File: src/rtl/reg_if_to_id.sv
// IF/ID pipeline boundary with an in-order skid buffer so fetch keeps running
// while decode stalls; flush drops everything buffered or held in ID.
module reg_if_to_id #(
  parameter int                  ADDR_WIDTH = 64,
  parameter int                  INST_WIDTH = 32,
  parameter int                  BUF_DEPTH  = 4,
  parameter logic [INST_WIDTH-1:0] NOP_INST = 32'h00000013
) (
  input  logic                  clk,
  input  logic                  reset,
  input  logic                  stall,
  input  logic                  flush,
  input  logic [ADDR_WIDTH-1:0] pc,
  input  logic [ADDR_WIDTH-1:0] pc4,
  input  logic [INST_WIDTH-1:0] inst,
  input  logic                  inst_valid,
  output logic                  stage_if_stall,
  output logic                  inst_buffer_empty,
  output logic                  inst_buffer_full,
  output logic [ADDR_WIDTH-1:0] d_pc,
  output logic [ADDR_WIDTH-1:0] d_pc4,
  output logic [INST_WIDTH-1:0] d_inst,
  output logic                  d_valid
);

  localparam int              PTR_W    = $clog2(BUF_DEPTH);
  localparam logic [PTR_W:0]  CNT_FULL = (PTR_W+1)'(BUF_DEPTH);
  localparam logic [PTR_W:0]  CNT_ONE  = (PTR_W+1)'(1);
  localparam logic [PTR_W-1:0] PTR_ONE = PTR_W'(1);

  logic [ADDR_WIDTH-1:0] r_buf_pc   [BUF_DEPTH];
  logic [ADDR_WIDTH-1:0] r_buf_pc4  [BUF_DEPTH];
  logic [INST_WIDTH-1:0] r_buf_inst [BUF_DEPTH];

  logic [PTR_W-1:0] r_head;
  logic [PTR_W-1:0] r_tail;
  logic [PTR_W:0]   r_count;

  logic [ADDR_WIDTH-1:0] r_id_pc;
  logic [ADDR_WIDTH-1:0] r_id_pc4;
  logic [INST_WIDTH-1:0] r_id_inst;
  logic                  r_id_valid;

  logic           w_empty;
  logic           w_full;
  logic           w_accept;
  logic           w_push;
  logic           w_pop;
  logic [PTR_W:0] w_count_nxt;

  assign w_empty  = (r_count == '0);
  assign w_full   = (r_count == CNT_FULL);
  assign w_accept = inst_valid & ~flush & (~w_full | ~stall);

  // Anything accepted while ID is held, or while older entries are waiting,
  // must queue behind them; only an empty, advancing buffer may bypass.
  assign w_push = w_accept & (stall | ~w_empty);
  assign w_pop  = ~flush & ~stall & ~w_empty;

  always_comb begin
    w_count_nxt = r_count;
    if (w_push && !w_pop) begin
      w_count_nxt = r_count + CNT_ONE;
    end else if (!w_push && w_pop) begin
      w_count_nxt = r_count - CNT_ONE;
    end
  end

  always_ff @(posedge clk) begin
    if (w_push) begin
      r_buf_pc[r_tail]   <= pc;
      r_buf_pc4[r_tail]  <= pc4;
      r_buf_inst[r_tail] <= inst;
    end
  end

  always_ff @(posedge clk or posedge reset) begin
    if (reset) begin
      r_head  <= '0;
      r_tail  <= '0;
      r_count <= '0;
    end else if (flush) begin
      r_head  <= '0;
      r_tail  <= '0;
      r_count <= '0;
    end else begin
      if (w_push) r_tail <= r_tail + PTR_ONE;
      if (w_pop)  r_head <= r_head + PTR_ONE;
      r_count <= w_count_nxt;
    end
  end

  always_ff @(posedge clk or posedge reset) begin
    if (reset) begin
      r_id_pc    <= '0;
      r_id_pc4   <= '0;
      r_id_inst  <= NOP_INST;
      r_id_valid <= 1'b0;
    end else if (flush) begin
      r_id_inst  <= NOP_INST;
      r_id_valid <= 1'b0;
    end else if (!stall) begin
      if (!w_empty) begin
        r_id_pc    <= r_buf_pc[r_head];
        r_id_pc4   <= r_buf_pc4[r_head];
        r_id_inst  <= r_buf_inst[r_head];
        r_id_valid <= 1'b1;
      end else if (w_accept) begin
        r_id_pc    <= pc;
        r_id_pc4   <= pc4;
        r_id_inst  <= inst;
        r_id_valid <= 1'b1;
      end else begin
        r_id_inst  <= NOP_INST;
        r_id_valid <= 1'b0;
      end
    end
  end

  assign stage_if_stall    = inst_valid & w_full & stall;
  assign inst_buffer_empty = w_empty;
  assign inst_buffer_full  = w_full;
  assign d_pc              = r_id_pc;
  assign d_pc4             = r_id_pc4;
  assign d_inst            = r_id_inst;
  assign d_valid           = r_id_valid;

endmodule

File: config.mk
export PLATFORM = sky130hd
export DESIGN_NAME = reg_if_to_id
export DESIGN_NICKNAME = d
export VERILOG_FILES = /design/src/rtl/reg_if_to_id.sv
export SDC_FILE = /design/constraint.sdc
export NUM_CORES = 1
export LEC_CHECK = 0
export CORE_UTILIZATION = 50
export CTS_BUF_LIST = sky130_fd_sc_hd__clkbuf_16
export CTS_CLUSTER_DIAMETER = 150
export CTS_CLUSTER_SIZE = 20
export DETAILED_ROUTE_END_ITERATION = 12
export GPL_TIMING_DRIVEN = 0
export PLACE_DENSITY = 0.8
export SLEW_MARGIN = 20
export SYNTH_ARGS = -nofsm -noshare
export SYNTH_HDL_FRONTEND = slang
export SYNTH_SLANG_ARGS = --single-unit
export TNS_END_PERCENT = 20
File: constraint.sdc
create_clock -name clk -period 7.9 [get_ports clk]
set_clock_uncertainty 0.15 [all_clocks]
set_input_delay 1.58 -clock clk [delete_from_list [all_inputs] [get_ports clk]]
set_output_delay 1.58 -clock clk [all_outputs]
set_load 0.005 [all_outputs]
Word-level counts from Yosys, hierarchy flattened
Memory sizes are Yosys's and may differ from the RTL's.
Index checks and enable logic that the tools add are counted.
W data, S select, Z words.
{ "totals": {"ff_bits": 168, "latchBits": 0, "ramBits": 640, "mem_bits_ro": 0, "inputBits": 165, "out_inout_bits": 164, "word_cells": 60, "mem_count": 3} }
{ "op_classes": {"add_sub_neg": 4, "n_mul": 0, "div": 0, "n_lt_le_gt_ge": 0, "eq_ne": 3, "shifts": 0, "muxes": 21, "bitwise": 13, "reduce_logical": 9} }
{ "memory_table": {"columns": ["name", "depth", "word_bits", "read_ports", "rd_ports_with_merged_regs", "write_ports", "line", "text"], "rows": [
  ["r_buf_pc", 4, 64, 1, 0, 1, "31", "logic [ADDR_WIDTH-1:0] r_buf_pc [BUF_DEPTH];"],
  ["r_buf_pc4", 4, 64, 1, 0, 1, "32", "logic [ADDR_WIDTH-1:0] r_buf_pc4 [BUF_DEPTH];"],
  ["r_buf_inst", 4, 32, 1, 0, 1, "33", "logic [INST_WIDTH-1:0] r_buf_inst [BUF_DEPTH];"]
]} }
{ "ops": {"columns": ["op", "count"], "rows": [
  ["$mux W64", 4],
  ["$mux W32", 4],
  ["$mux W3", 3],
  ["$mux W2", 4],
  ["$and A1 B1 Y1", 7],
  ["$mux W1", 6],
  ["$add A2 B1 Y2 const B", 2],
  ["$ne A2 B1 Y1 const B", 2],
  ["$not A1 Y1", 4],
  ["$reduce_bool A2 Y1", 2],
  ["$add A3 B1 Y3 const B", 1],
  ["$eq A3 B3 Y1 const B", 1],
  ["$logic_not A3 Y1", 1],
  ["$reduce_and A3 Y1", 1],
  ["$reduce_bool A3 Y1", 1],
  ["$sub A3 B1 Y3 const B", 1],
  ["$logic_and A1 B1 Y1", 2],
  ["$logic_not A1 Y1", 2],
  ["$or A1 B1 Y1", 2]
]} }

Logic depth before layout (Yosys ltp)
Gate-level depths: netlist of run 1.
{ "logic_depth": {"ltp_word": 10, "depth_mapped": 10, "depth_no_buf": 7} }

Worst setup path before layout of run 1
OpenSTA, ideal clock, no wires.
{ "synth_path": {"path_kind": "input to register", "from": "in stall", "to": "mem r_buf_inst[0][0], enable pin", "setup_ps": 539, "arrival_ps": 5804, "required_ps": 7211, "path_slack_ps": 1407, "path_stages": 4, "n_path_buf": 1, "path_cell_list": "buf_2 -> xor2_1 -> o311a_1 -> and2_1"} }
{ "synth_via": {"elab_chain_len": 6, "word_cells_on_any_way": 7, "cone_classes": "mux: 2; bitwise: 5"} }
{ "synth_lines": {"columns": ["element", "line", "text"], "rows": [
  ["start: declaration", "11", "input logic stall,"],
  ["$not A1 Y1 (no line)", null, null],
  ["$or A1 B1 Y1", "53", "assign w_accept = inst_valid & ~flush & (~w_full | ~stall);"],
  ["$and A1 B1 Y1", "53", null],
  ["$and A1 B1 Y1 (*)", "57", "assign w_push = w_accept & (stall | ~w_empty);"],
  ["$mux W1 (*)", "70", "if (w_push) begin"],
  ["$mux W1 (not written as such) (*)", "73", "r_buf_inst[r_tail] <= inst;"],
  ["end: declaration", "33", null]
]} }
Every way passes the cells marked *; elsewhere a longest branch is shown, timed or not.

Final worst setup path of run 1
{ "layout_path": {"from": "in stall", "to": "out stage_if_stall"} }
{ "layout_via": {"elab_chain_len": 1} }
{ "layout_lines": {"columns": ["element", "line", "text"], "rows": [
  ["$and A1 B1 Y1", "120", "assign stage_if_stall = inst_valid & w_full & stall;"],
  ["end: declaration", "17", "output logic stage_if_stall,"]
]} }
Every way passes these cells.

==> implementation parameters, run 1 <==
Parameter                              Value

Clock network
  Number of resized instances in the post-cts repair step ... 0
  Total CTS buffers ... 46
  Number of hold buffers added after cts ... 0
  Clk sinks ... 808
  Maximum clock insertion buffer count ... 3
  Cell at the root of the clock tree ... sky130_fd_sc_hd__clkbuf_16
  Clock tree from TritonCTS ... done
  Number of levels in the clock H-tree ... 2
  Register clock-pin slew on the reported worst setup and hold paths ... 80 ps
  Source-to-sink clock delay at the later pin of the worst-skew pair ... 620 ps
  Post-CTS Setup Bufs ... 0

Layout
  Core occupancy in the finished layout ... 60.4%
  NumNets Final ... 2286
  Area Growth Syn to Fin ... 19.7%
  Fraction of final layout cells sized beyond drive strength 1 ... 14.1%
  Leading cell type in the layout, fill and taps excluded ... sky130_fd_sc_hd__edfxtp_1
  Commonest cells after routing, fill and taps aside ... sky130_fd_sc_hd__edfxtp_1 (640), sky130_fd_sc_hd__clkdlybuf4s50_1 (326), sky130_fd_sc_hd__nand2_1 (259)

GRT
  Pin count of the biggest net entering global routing ... 76
  Vias in the first global route ... 18366
  Initial antenna violation count ... 9
  Aggregate global routing overflow ... 0
  GRT Util Overall ... 23.0%
  Global-route wire length before repair ... 109 mm

Yosys
  Library cell occupying the most area in the post-synthesis netlist ... sky130_fd_sc_hd__edfxtp_1
  Avg Cell Area, Syn ... 18.0 µm²
  Yosys Warn Count ... 0
  Most area-consuming cells after synthesis ... sky130_fd_sc_hd__edfxtp_1 (62%), sky130_fd_sc_hd__dfrtp_1 (13%), sky130_fd_sc_hd__mux4_2 (12%)
  Number of distinct library cells after synthesis ... 43
  Net count after synthesis ... 1894
  Register area share after synthesis ... 75.4%
  Netlist area before placement ... 31100 µm²
  Instance count of the mapped netlist ... 1724
  Area share of the leading cell type in the synthesized netlist ... 61.9%
  Yosys reg bits ... 808

STA
  Maximum achievable frequency ... 212 MHz
  Worst Tran Pin Value ... 801 ps
  Finish-stage setup viols ... 0
  Setup repair after global routing missed its margin ... no
  Period utilisation layout ... 59.6%
  Max-Slew Margin vs Limit ... 46.5%
  Max-slew violations ... 0
  Minimum clock period after layout ... 4710 ps
  Setup TNS Final ... 0 ps
  Final setup margin ... 3190 ps
  Number of endpoints with negative hold slack in the final report ... 0

Power
  Logic pwr share ... 21.5%
  Sum of internal, switching and leakage power ... 9.67 mW
  Psw ... 2.56 mW
  Clock network fraction of design power ... 24.8%
  Switch share ... 26.5%
  Max rail drop VDD ... 0.214 mV
  Cell Pwr Density ... 260 nW/µm²
  Reg power frac ... 53.7%
  P_int ... 7.11 mW
  Leak pwr ... 12.6 nW

Critical path
  CP startpoint kind ... primary input
  Arrival time at the worst endpoint ... 2980 ps
  CP Class ... primary input to output pin
  Worst reg2reg setup slack ... 4580 ps
  Maximum fanout count along the critical path ... 10
  Worst Setup End Kind ... output pin
  R2R Path End ... r_count[2]$_DFFE_PP0P_
  Startpoint of the lowest-slack register-to-register path ... r_count[0]$_DFFE_PP0P_
  Critical path data required time ... 6170 ps
  Length in cells of the worst reg-to-reg path ... 9

Hold path
  Worst hold path stage count ... 1
  Type of the tightest min-delay check ... flip-flop to flip-flop
  Hold Path Sink ... d_inst[18]$_DFFE_PP0P_
  Hold path start ... d_inst[18]$_DFFE_PP0P_

Place
  Quantity of I/O buffers inserted on ports ... 326
  Routability cong. ... 0.803
  Placed wire-length estimate after detailed placement ... 46.6 mm
  Placement-stage worst setup slack ... 3190 ps

Floorplan
  Die outline area ... 63100 µm²
  I/O pins ... 329
  Placeable Area ... 61600 µm²
  Initial Utilization ... 50.4%
  Horizontal die dimension ... 251 µm
  Number of placement rows ... 91
  Die height ... 251 µm

Drt
  Number of remaining DRC errors ... 0
  Count of TritonRoute iterations in the first routing pass ... 5
  Aggregate routed wire length ... 71.8 mm
  Vias ... 17515
  Post-DRT Antenna Nets ... 0
  DR iter-0 viols ... 1457
  Detailed-route vias per instance ... 5.85
  Wire length per cell after detailed routing ... 24.0 µm

Outcome
  Status ... finished, final reports clean

Job
  Max Cap Viol ... 0
[power by group through the flow]
stage	registers, mW	logic, mW	clock network, mW
after floorplan	5.29	0.971	0
after global placement	5.31	2.02	0
after detailed placement	5.29	2.09	0
after CTS	5.20	2.11	2.45
after global routing	5.24	2.26	2.59
final	5.20	2.08	2.40
[layout make-up]
class / instances / area [µm²]
fillers: 4395 / 24400
flip-flops and latches: 808 / 23400
multi-input cells: 784 / 6960
repair buffers: 344 / 3710
clock buffers: 46 / 1150
well taps: 837 / 1050
plain buffers: 124 / 652
clock inverters: 39 / 181
inverters: 8 / 42.5
diodes: 3 / 7.51
[registers in the layout (all words and copies together) (netlist names)]
| signal | cells |
|---|---|
| d_inst | 32 |
| r_head | 2 |
| d_pc | 64 |
| r_buf_pc4 | 256 |
| d_pc4 | 64 |
| r_buf_pc | 256 |
| r_buf_inst | 128 |
| d_valid | 1 |
| r_tail | 2 |
| r_count | 3 |
[critical path: stages]
cell                              delay, ps
sky130_fd_sc_hd__clkdlybuf4s50_1        470
sky130_fd_sc_hd__buf_2                  250
sky130_fd_sc_hd__and3_1                 190
sky130_fd_sc_hd__clkdlybuf4s50_1        500
[through the flow]
step	area (µm²)	std cells	hold slack, ps
floorplan	31100	1724	324
global placement	35400	2887	348
detailed placement	35800	2905	350
CTS	37200	2990	374
global route	37200	2993	394
finish	37200	2993	377
[worst max path at each step]
stage                                       from                         end  depth (start not counted)
final                                      stall              stage_if_stall                          4
after detailed placement                   stall              stage_if_stall                          4
after global placement                     stall  r_buf_pc4[1][53]$_DFFE_PP_                          5
after global routing      r_count[0]$_DFFE_PP0P_           inst_buffer_empty                          5
after floorplan                            stall  r_buf_inst[0][0]$_DFFE_PP_                          4
after CTS                 r_count[0]$_DFFE_PP0P_           inst_buffer_empty                          5
[cell families (layout without fill, tap and decap cells)]
logic type                 count (synthesis)  after routing  synth area share [%]
DFF                                      808            808                  75.4
and+or+nand+nor                          311            311                  4.18
AOI/OAI and AO/OA                        303            303                  6.22
muxes                                    162            162                  11.7
buffers and inverters                    132            561                  2.20
adders and majority gates                  5              5                 0.226
xor gates and xnor gates                   3              3                0.0846
other                                      0              3                     0
[routing by layer]
metal  vias up  GRT usage, %  part of all wire [%]
met4        12          8.80                   3.4
li1       7613             -                     -
met3       148          5.07                   7.9
met2       707          38.2                    50
met5         -             0                  0.11
met1      9035          29.7                    39
[synth_stat cells, drive strengths merged]
cell type  number
fa              1
and2            6
o221a           3
nand2b          4
o211ai          1
or3b            1
o21ai           2
mux2i           1
a21oi         133
mux4          160
dfstp           3
inv             8
xor2            2
o31ai           1
clkbuf         60
a31oi         128
nand2         259
buf            64
a221oi          1
ha              4
o311ai          2
o32a            1
or3             2
o311a           1
or2             1
dfrtp         165
or4             2
a221o          29
xnor2           1
nand3           1
and3           31
a21o            1
edfxtp        640
nor2            3
mux2            1
nor2b           1
Note: power is estimated with default switching activity, not from simulation.
==> inputs of run 2 (changes only) <==
==> constraint.sdc (replaced) <==
create_clock -name clk -period 4.8 [get_ports clk]
set_clock_uncertainty 0.15 [all_clocks]
set_input_delay 0.96 -clock clk [delete_from_list [all_inputs] [get_ports clk]]
set_output_delay 0.96 -clock clk [all_outputs]
set_load 0.005 [all_outputs]
==> run 2 against run 1 <==
- flip-flop and latch count stayed put
- register-to-register slack lost 3100 ps
- critical endpoint is now inst_buffer_empty
- highest routed layer unchanged
- core utilization decreased by 0.085 points
- setup slack got worse by 2400 ps
- clock power grew 65%
- sequential power up 64%
- sequential share of layout area is 0.089 points higher
- combinational power increased by 65%
- final cell count fell by 0.10%
- total power increased by 65%
==> implementation parameters, run 2 (synthesis results as in run 1) <==
Parameter                              Value

Floorplan
  Die height ... 251 µm (unchanged)
  Number of placement rows ... 91 (unchanged)
  Die outline area ... 63100 µm² (unchanged)
  I/O pins ... 329 (unchanged)
  Initial Utilization ... 50.4% (unchanged)
  Placeable Area ... 61600 µm² (unchanged)
  Horizontal die dimension ... 251 µm (unchanged)

Clock network
  Number of levels in the clock H-tree ... 2 (unchanged)
  Post-CTS Setup Bufs ... 0 (unchanged)
  Clk sinks ... 808 (unchanged)
  Number of hold buffers added after cts ... 0 (unchanged)
  Register clock-pin slew on the reported worst setup and hold paths ... 90 ps (about the same)
  Cell at the root of the clock tree ... sky130_fd_sc_hd__clkbuf_16
  Clock tree from TritonCTS ... done
  Number of resized instances in the post-cts repair step ... 0 (unchanged)
  Source-to-sink clock delay at the later pin of the worst-skew pair ... 600 ps (-20 ps)
  Maximum clock insertion buffer count ... 3 (unchanged)
  Total CTS buffers ... 46 (unchanged)

GRT
  Global-route wire length before repair ... 109 mm (+0.30%)
  Vias in the first global route ... 18214 (-0.83%)
  GRT Util Overall ... 23.0% (+0.034 points)
  Pin count of the biggest net entering global routing ... 92 (+21%)
  Aggregate global routing overflow ... 0 (unchanged)
  Initial antenna violation count ... 7 (-2)

Drt
  Aggregate routed wire length ... 72.4 mm (+0.78%)
  Post-DRT Antenna Nets ... 0 (unchanged)
  DR iter-0 viols ... 1526 (+4.7%)
  Number of remaining DRC errors ... 0 (unchanged)
  Vias ... 17606 (+0.52%)
  Count of TritonRoute iterations in the first routing pass ... 5 (unchanged)
  Wire length per cell after detailed routing ... 24.2 µm (+0.88%)
  Detailed-route vias per instance ... 5.89 (+0.62%)

STA
  Period utilisation layout ... 83.9%
  Max-Slew Margin vs Limit ... 46.8% (+0.30 points)
  Setup repair after global routing missed its margin ... no
  Final setup margin ... 771 ps (-2420 ps)
  Finish-stage setup viols ... 0 (unchanged)
  Number of endpoints with negative hold slack in the final report ... 0 (unchanged)
  Worst Tran Pin Value ... 788 ps (-12.8 ps)
  Maximum achievable frequency ... 248 MHz
  Minimum clock period after layout ... 4030 ps
  Max-slew violations ... 0 (unchanged)

Job
  Max Cap Viol ... 0 (unchanged)

Critical path
  Maximum fanout count along the critical path ... 10 (unchanged)
  Arrival time at the worst endpoint ... 2920 ps (-60 ps)
  Worst Setup End Kind ... output pin
  CP Class ... flip-flop to output pin
  Worst reg2reg setup slack ... 1510 ps (-3070 ps)
  Critical path data required time ... 3690 ps (-2480 ps)
  CP startpoint kind ... flip-flop

Layout
  Fraction of final layout cells sized beyond drive strength 1 ... 14.0% (-0.080 points)
  Largest regs ... r_buf_pc4 x256, r_buf_pc x256, r_buf_inst x128
  Commonest cells after routing, fill and taps aside ... sky130_fd_sc_hd__edfxtp_1 (640), sky130_fd_sc_hd__clkdlybuf4s50_1 (326), sky130_fd_sc_hd__nand2_1 (259)
  Leading cell type in the layout, fill and taps excluded ... sky130_fd_sc_hd__edfxtp_1
  Post-layout instance count excluding filler cells ... 2990 (-0.10%)
  Area Growth Syn to Fin ... 19.5%
  NumNets Final ... 2285 (-0.044%)

Outcome
  Status ... finished, final reports clean

Power
  Cell Pwr Density ... 429 nW/µm² (+65%)
  Max rail drop VDD ... 0.347 mV (+62%)
  Leak pwr ... 12.6 nW (-0.17%)

Place
  Quantity of I/O buffers inserted on ports ... 326 (unchanged)
  Placed cells ... 2904 (-0.034%)
  Placed wire-length estimate after detailed placement ... 47.0 mm (+0.87%)
  Routability cong. ... 0.804 (about the same)
  Placement-stage worst setup slack ... 689 ps (-2500 ps)

Hold path
  Type of the tightest min-delay check ... flip-flop to flip-flop
## run 2: cell count changes in the layout (fill, tap and decap cells not counted), sizes merged
cell / delta
clkinv: -1
buf: -1
diode: -1
clkbuf: +1
inv: -1
## run 2: layout make-up
| class | instances | area [µm²] |
|---|---|---|
| clock inverters | 37 | 156 |
| well taps | 837 | 1050 |
| repair buffers | 343 | 3660 |
| flip-flops and latches | 808 | 23400 |
| fillers | 4372 | 24500 |
| inverters | 8 | 42.5 |
| multi-input cells | 784 | 6960 |
| clock buffers | 47 | 1180 |
| diodes | 2 | 5.00 |
| plain buffers | 124 | 652 |
## run 2: final timing paths
path / start / end / depth (start not counted)
setup / recovery: r_count[0]$_DFFE_PP0P_ / inst_buffer_empty / 5
hold / removal: d_valid$_DFFE_PP0P_ / d_valid$_DFFE_PP0P_ / 1
setup reg to reg: r_count[0]$_DFFE_PP0P_ / r_count[2]$_DFFE_PP0P_ / 9
hold reg to reg: d_valid$_DFFE_PP0P_ / d_valid$_DFFE_PP0P_ / 1
max in group asynchronous: reset / d_pc[10]$_DFFE_PP0P_ / 3
min in group asynchronous: reset / d_inst[12]$_DFFE_PP0P_ / 2
## run 2: through the flow
step | area (µm²) | power, mW | setup TNS [ps] | hold WS (ps) | utilization [%]
finish | 37100 | 15.9 | 0 | 344 | 60.3
global placement | 35400 | 12.1 | -2614770 | 320 | 57.4
CTS | 37100 | 16.1 | 0 | 343 | 60.3
global route | 37100 | 16.6 | 0 | 358 | 60.3
detailed placement | 35800 | 12.1 | 0 | 324 | 58.1
floorplan | 31100 | 10.3 | -483770 | 324 | -
## run 2: worst max-delay path, cell delays in order (launching register included)
cell                              delay (ps)
sky130_fd_sc_hd__dfrtp_1                 460
sky130_fd_sc_hd__or3_1                   420
sky130_fd_sc_hd__buf_6                   160
sky130_fd_sc_hd__inv_6                   120
sky130_fd_sc_hd__clkbuf_1                490
sky130_fd_sc_hd__clkdlybuf4s50_1         660
## run 2: metal layers
metal,track usage [%],share of wire [%]
met5,0,0.10
met4,6.08,2.4
met3,5.09,8.3
met2,38.8,51
met1,30.4,39
## run 2: power breakdown
part	leakage, nW	switching [mW]	internal (mW)
clock	0.777	2.16	1.79
combinational	4.04	1.73	1.72
sequential	7.74	0.337	8.22
total	12.6	4.23	11.7
